File: config.mk
export PLATFORM = sky130hd
export DESIGN_NAME = layer2_result_window_reader
export DESIGN_NICKNAME = d
export VERILOG_FILES = /design/src/rtl/layer2_reader_pkg.sv /design/src/rtl/layer2_reader_fifo2.sv /design/src/rtl/layer2_result_window_reader.sv
export SDC_FILE = /design/constraint.sdc
export NUM_CORES = 1
export LEC_CHECK = 0
export BUFFER_PORTS_ARGS = -buffer_cell sky130_fd_sc_hd__buf_2
export CAP_MARGIN = 20
export CORE_UTILIZATION = 39
export DETAILED_ROUTE_END_ITERATION = 7
export SLEW_MARGIN = 15
export SYNTH_ARGS = -nofsm -noshare
export SYNTH_HDL_FRONTEND = slang
export SYNTH_SLANG_ARGS = --single-unit
File: constraint.sdc
create_clock -name clk -period 4.4 [get_ports clk]
set_input_delay 0 -clock clk [delete_from_list [all_inputs] [get_ports clk]]
set_output_delay 0 -clock clk [all_outputs]
set_load 0.02 [all_outputs]
File: src/rtl/layer2_reader_pkg.sv
// layer2_reader_pkg
// Shared types and defaults for the layer-2 result window reader:
//   - L2_MAP_H / L2_MAP_W : default feature-map geometry (14x14)
//   - L2_DATA_W           : result word width (LAYER2_OUTPUT_LENGTH)
//   - rd_state_e          : sequencer FSM states
//   - rd_entry_t          : one buffered result word with its coordinates
//   - ENTRY_W             : flattened width of rd_entry_t for plain-vector ports
package layer2_reader_pkg;

    localparam int L2_MAP_H  = 14;
    localparam int L2_MAP_W  = 14;
    localparam int L2_DATA_W = 128;

    typedef enum logic [1:0] {
        ST_IDLE,
        ST_ISSUE,
        ST_DRAIN,
        ST_DONE
    } rd_state_e;

    typedef struct packed {
        logic [L2_DATA_W-1:0] data;
        logic [7:0]           row;
        logic [7:0]           col;
        logic                 last;
        logic                 pad;
    } rd_entry_t;

    localparam int ENTRY_W = $bits(rd_entry_t);

endpackage

File: src/rtl/layer2_reader_fifo2.sv
// layer2_reader_fifo2
// Two-entry first-word-fall-through buffer for reader entries.
// Ports:
//   clk, rst   : clock, synchronous active-high reset (clears storage too,
//                so the head reads as all-zero after reset)
//   push       : write push_entry this edge (caller guarantees not full)
//   push_entry : entry to store
//   pop        : retire the head this edge (caller guarantees not empty)
//   head       : oldest stored entry, valid whenever count != 0
//   count      : number of stored entries (0..2)
module layer2_reader_fifo2
    import layer2_reader_pkg::*;
(
    input  logic               clk,
    input  logic               rst,
    input  logic               push,
    input  logic [ENTRY_W-1:0] push_entry,
    input  logic               pop,
    output logic [ENTRY_W-1:0] head,
    output logic [1:0]         count
);

    logic [ENTRY_W-1:0] mem [2];
    logic               wr_ptr;
    logic               rd_ptr;

    always_ff @(posedge clk) begin
        if (rst) begin
            mem[0] <= '0;
            mem[1] <= '0;
            wr_ptr <= 1'b0;
            rd_ptr <= 1'b0;
            count  <= 2'd0;
        end else begin
            if (push) begin
                mem[wr_ptr] <= push_entry;
                wr_ptr      <= ~wr_ptr;
            end
            if (pop) begin
                rd_ptr <= ~rd_ptr;
            end
            count <= count + {1'b0, push} - {1'b0, pop};
        end
    end

    assign head = mem[rd_ptr];

endmodule

File: src/rtl/layer2_result_window_reader.sv
// layer2_result_window_reader
// Scans the layer-2 feature map in row-major order, drives the result store's
// read address/enable, absorbs the store's one-cycle read latency through a
// single in-flight stage, and streams words to layer 3 over valid/ready.
// Ports:
//   clk, rst                   : clock, synchronous active-high reset
//   start                      : begin a frame scan (ignored unless idle)
//   busy, done                 : scan active / one-cycle end-of-frame pulse
//   read_row_addr/col_addr     : store read address
//   layer2_result_read_signal  : store read enable and output gate
//   layer2_result_output       : store read data (one cycle after address)
//   out_valid/out_ready        : downstream handshake
//   out_data/row/col/last      : payload from the FIFO head
// Build option: define LAYER2_READER_ZERO_PAD_EN to scan a one-word zero border
// around the map ((MAP_H+2)x(MAP_W+2) frame); border words never touch the store.
module layer2_result_window_reader
    import layer2_reader_pkg::*;
#(
    parameter int MAP_H  = L2_MAP_H,
    parameter int MAP_W  = L2_MAP_W,
    parameter int DATA_W = L2_DATA_W
) (
    input  logic              clk,
    input  logic              rst,
    input  logic              start,
    output logic              busy,
    output logic              done,
    output logic [15:0]       read_row_addr,
    output logic [15:0]       read_col_addr,
    output logic              layer2_result_read_signal,
    input  logic [DATA_W-1:0] layer2_result_output,
    output logic              out_valid,
    input  logic              out_ready,
    output logic [DATA_W-1:0] out_data,
    output logic [7:0]        out_row,
    output logic [7:0]        out_col,
    output logic              out_last
);

`ifdef LAYER2_READER_ZERO_PAD_EN
    localparam int SCAN_H = MAP_H + 2;
    localparam int SCAN_W = MAP_W + 2;
`else
    localparam int SCAN_H = MAP_H;
    localparam int SCAN_W = MAP_W;
`endif
    localparam logic [7:0] ROW_END = 8'(SCAN_H - 1);
    localparam logic [7:0] COL_END = 8'(SCAN_W - 1);

    rd_state_e state, state_nxt;

    logic [7:0] row, col;
    logic       last_pos;
    logic       border;
    logic       issue;
    logic       pop;
    logic [2:0] occ;

    // in-flight stage: the read whose data the store presents this cycle
    logic       if_vld;
    logic [7:0] if_row, if_col;
    logic       if_last, if_pad;

    rd_entry_t          push_entry;
    rd_entry_t          head;
    logic [ENTRY_W-1:0] head_w;
    logic [1:0]         fifo_count;

    assign last_pos = (row == ROW_END) && (col == COL_END);
    assign pop      = out_valid & out_ready;

    // Words already committed after this edge; issuing keeps FIFO + in-flight <= 2.
    assign occ   = {1'b0, fifo_count} + {2'b0, if_vld};
    assign issue = (state == ST_ISSUE) && (occ < (3'd2 + {2'b0, pop}));

`ifdef LAYER2_READER_ZERO_PAD_EN
    logic [15:0] hold_row, hold_col;

    assign border = (row == 8'd0) || (row == ROW_END) ||
                    (col == 8'd0) || (col == COL_END);

    // Border positions keep the last real address on the bus.
    always_comb begin
        read_row_addr = hold_row;
        read_col_addr = hold_col;
        if (!border) begin
            read_row_addr = {8'd0, row - 8'd1};
            read_col_addr = {8'd0, col - 8'd1};
        end
    end

    always_ff @(posedge clk) begin
        if (rst) begin
            hold_row <= 16'd0;
            hold_col <= 16'd0;
        end else begin
            hold_row <= read_row_addr;
            hold_col <= read_col_addr;
        end
    end
`else
    assign border        = 1'b0;
    assign read_row_addr = {8'd0, row};
    assign read_col_addr = {8'd0, col};
`endif

    // FSM: state register
    always_ff @(posedge clk) begin
        if (rst) state <= ST_IDLE;
        else     state <= state_nxt;
    end

    // FSM: next state
    always_comb begin
        state_nxt = state;
        case (state)
            ST_IDLE:  if (start) state_nxt = ST_ISSUE;
            ST_ISSUE: if (issue && last_pos) state_nxt = ST_DRAIN;
            // the final word is the only one left once it pops
            ST_DRAIN: if (pop && head.last && fifo_count == 2'd1 && !if_vld)
                          state_nxt = ST_DONE;
            ST_DONE:  state_nxt = ST_IDLE;
            default:  state_nxt = ST_IDLE;
        endcase
    end

    // FSM: outputs
    always_comb begin
        busy = (state == ST_ISSUE) || (state == ST_DRAIN);
        done = (state == ST_DONE);
        layer2_result_read_signal = busy;
    end

    // scan counters and in-flight stage
    always_ff @(posedge clk) begin
        if (rst) begin
            row     <= 8'd0;
            col     <= 8'd0;
            if_vld  <= 1'b0;
            if_row  <= 8'd0;
            if_col  <= 8'd0;
            if_last <= 1'b0;
            if_pad  <= 1'b0;
        end else begin
            if_vld <= issue;
            if (issue) begin
                if_row  <= row;
                if_col  <= col;
                if_last <= last_pos;
                if_pad  <= border;
                if (col == COL_END) begin
                    col <= 8'd0;
                    row <= last_pos ? 8'd0 : row + 8'd1;
                end else begin
                    col <= col + 8'd1;
                end
            end
        end
    end

    always_comb begin
        push_entry.data = if_pad ? '0 : layer2_result_output;
        push_entry.row  = if_row;
        push_entry.col  = if_col;
        push_entry.last = if_last;
        push_entry.pad  = if_pad;
    end

    layer2_reader_fifo2 u_fifo (
        .clk        (clk),
        .rst        (rst),
        .push       (if_vld),
        .push_entry (push_entry),
        .pop        (pop),
        .head       (head_w),
        .count      (fifo_count)
    );

    assign head      = head_w;
    assign out_valid = (fifo_count != 2'd0);
    assign out_data  = head.pad ? '0 : head.data;
    assign out_row   = head.row;
    assign out_col   = head.col;
    assign out_last  = out_valid & head.last;

endmodule

==> out/qor.yml <==
finalCritPeriodShare: 0.564
async_reset_ff_frac: 0
vias_per_cell: 4.69
routedWlPerCell_um: 16.9
antenna_found_initial: 0
status: "finished clean"
clock_skew_ps: 8.65
min_path_cells: 4
gr-total-overflow: 0
crit_fanout: 23
r2r-end: "row[4]"
grt_pass1_wl_mm: 50.4
yosys.area_share.xor_xnor: 0.00673
track_usage: 0.171
clk_latency_ps: 520
setup_violations: 0
rows: 69
finalNonFillerCells: 1917
power_density_nw_per_um2: 517
arrival_ps: 2920
start_kind: "register"
htree_levels: 2
cts_setup_buffers: 0
place.gp.congestion: 0.765
grt_max_degree: 145
muxShareOfSynthArea: 0.115
layout-drive-gt1-share: 0.353
drt-total-wl_mm: 32.4
leakage_nw: 7.71
nets: 1572
core_area_um2: 35800
worst-endpoint-required_ps: 4840
hpwlAfterDp_mm: 19.1
grt_pass1_vias: 9180
fin_crit_ps: 2480
synth-main-ff-cell: "edfxtp_1"
p_total_mw: 9.68
synth_seq_cells: 331
min_from: "out_ready"
synth_top_family_by_area: "simple AND/OR/NAND/NOR gates"
portBuffers: 296
cts_hold_buffers: 131
regToRegStartpoint: "if_vld"
ir_drop_mv: 0.399
yosysWarnings: 0
worstHoldPathType: "in -> reg"
antenna_cells: 0
ff2ff_setup_slack_ps: 1920
cts-resized-gates: 0
cts.path.max_buffers: 3
setup.worst_path.class: "reg -> reg"
ios: 313
numCtsBuffers: 37
end_kind: "register"
syn_area_um2: 14300
tns_ps: 0
drt_iter0_drc: 448
yosysSeqAreaShare: 0.665
dp.cells: 1718
synth_compound_area_frac: 0.0157
min_to: "u_fifo.rd_ptr"
synth-edff-count: 290
maxCapViolations: 0
clk_pin_slew_ps: 60
tritoncts: "done"
first_pass_iters: 4
rsz0062_at_grt: "no"
remaining_drc_errors: 0
ys_types: 42
slew_headroom: 0.303
tightest_slew_ps: 1050
die_x_um: 194
hold_viol_final: 0
synth_cells: 1011
initial_core_util: 0.400
dieHeight_um: 194
reg2reg_depth: 8
vias: 8991
cts-root-buf: "clkbuf_16"
cts.sinks: 331
dieArea_um2: 37500
drv_slew: 0
synth-simple-area-share: 0.159
synthAdderAreaFrac: 0.0105
syn_area_per_cell_um2: 14.2
ant_nets: 0
syn_to_final_growth_pct: 30.7
max_freq_mhz: 403
==> synth_stat cells (2+ instances only) <==
master    count  area (µm²)
mux2_2      144        1620
ha_1         12         150
or4_1         3        22.5
a21o_1        2        15.0
xnor2_1       6        52.6
and3_1        3        18.8
and2_1      291        1820
buf_4        17         128
nor2_1       18        67.6
or3_1         3        18.8
nand3_1       3        15.0
nand2_1      45         169
buf_1         2        7.51
nor3_1        3        15.0
dfxtp_1      41         821
nor3b_1       2        15.0
a21oi_1      29         145
nand4_1       3        18.8
edfxtp_1    290        8710
o21ai_0       6        30.0
buf_2         5        25.0
inv_1        10        37.5
mux2i_1       2        20.0
xor2_1        5        43.8
clkbuf_1     49         184
==> power by group <==
group	total [mW]	internal, mW	switching, mW
logic	2.69	1.07	1.62
clock network	3.03	1.82	1.21
registers	3.96	3.84	0.116
==> critical path: stages (launching register included) <==
cell,delay [ps]
dfxtp_1,480
ha_1,200
ha_1,220
nor3b_1,310
a21o_1,120
buf_4,240
nand2_2,160
or4_1,510
a21oi_1,160
==> sequential cells by signal, indices dropped and copies added, names as in the netlist, named ones only <==
| register | flops |
|---|---|
| col | 8 |
| if_col | 8 |
| if_last | 1 |
| if_row | 8 |
| if_vld | 1 |
| row | 8 |
| state | 2 |
| u_fifo.count | 2 |
| u_fifo.mem | 290 |
| u_fifo.rd_ptr | 1 |
| u_fifo.wr_ptr | 1 |
==> cell usage in the layout (no fill, tap or decap), types with 3 or more instances in the layout <==
master	Yosys	routed
conb_1	1	16
or3_1	3	3
and2_1	291	291
a21oi_1	29	28
clkinv_1	0	4
o21ai_0	6	6
buf_2	5	296
buf_4	17	6
clkbuf_16	0	39
buf_12	0	3
nand4_1	3	3
clkbuf_8	0	4
clkbuf_1	49	12
ha_1	12	12
mux2_2	144	144
nand2_1	45	45
dfxtp_1	41	40
or4_1	3	3
nand3_1	3	3
dlygate4sd3_1	0	131
inv_1	10	10
xnor2_1	6	6
nor2_1	18	18
edfxtp_1	290	290
nor3_1	3	3
xor2_1	5	5
==> area by class of cell <==
class | instances | area [µm²]
Sequential cell | 331 | 9530
Timing Repair Buffer | 437 | 2910
Multi-Input combinational cell | 610 | 4480
Clock inverter | 10 | 101
Inverter | 11 | 41.3
Clock buffer | 57 | 1090
Fill cell | 3090 | 17100
Tap cell | 461 | 577
==> routing by layer <==
metal | GRT usage | up-vias | wire length [µm]
met2 | 0.293 | 194 | 15900
met4 | 0.0655 | 0 | 981
li1 | - | 4357 | -
met5 | 0 | - | 0
met1 | 0.212 | 4377 | 13900
met3 | 0.0362 | 63 | 1580
==> kinds of logic (layout without fill, tap and decap cells) <==
kind of cell | Yosys count | after routing
adder cells (fa/ha/maj) | 12 | 12
other | 1 | 16
XOR/XNOR | 11 | 11
multiplexers | 146 | 146
AND/OR/NAND/NOR | 384 | 384
buffers and inverters | 85 | 515
AO/OA/AOI/OAI | 41 | 41
flip-flops | 331 | 331
==> stage by stage <==
stage / area (µm²) / util / worst slack [ps] / hold slack [ps]
after detailed placement: 16200 / 0.453 / 1910 / 290
final: 18700 / 0.523 / 1920 / 45.5
after global routing: 18700 / 0.523 / 1680 / 43.7
after CTS: 18700 / 0.522 / 1910 / 15.0
after floorplan: 14400 / - / 504 / 198
after global placement: 16200 / 0.453 / 1950 / 286
==> worst max path at each step <==
stage / slack, ps / startpoint / to / depth (start not counted)
4_1_cts: 1910 / if_vld / row[4] / 8
2_1_floorplan: 500 / if_vld / u_fifo.mem[0][0] / 1
3_5_place_dp: 1910 / rst / u_fifo.mem[1][28] / 6
3_3_place_gp: 1950 / rst / u_fifo.mem[1][14] / 6
5_1_grt: 1680 / if_vld / row[3] / 8
6_report: 1920 / if_vld / row[4] / 8
Note: power is estimated with default switching activity, not from simulation.
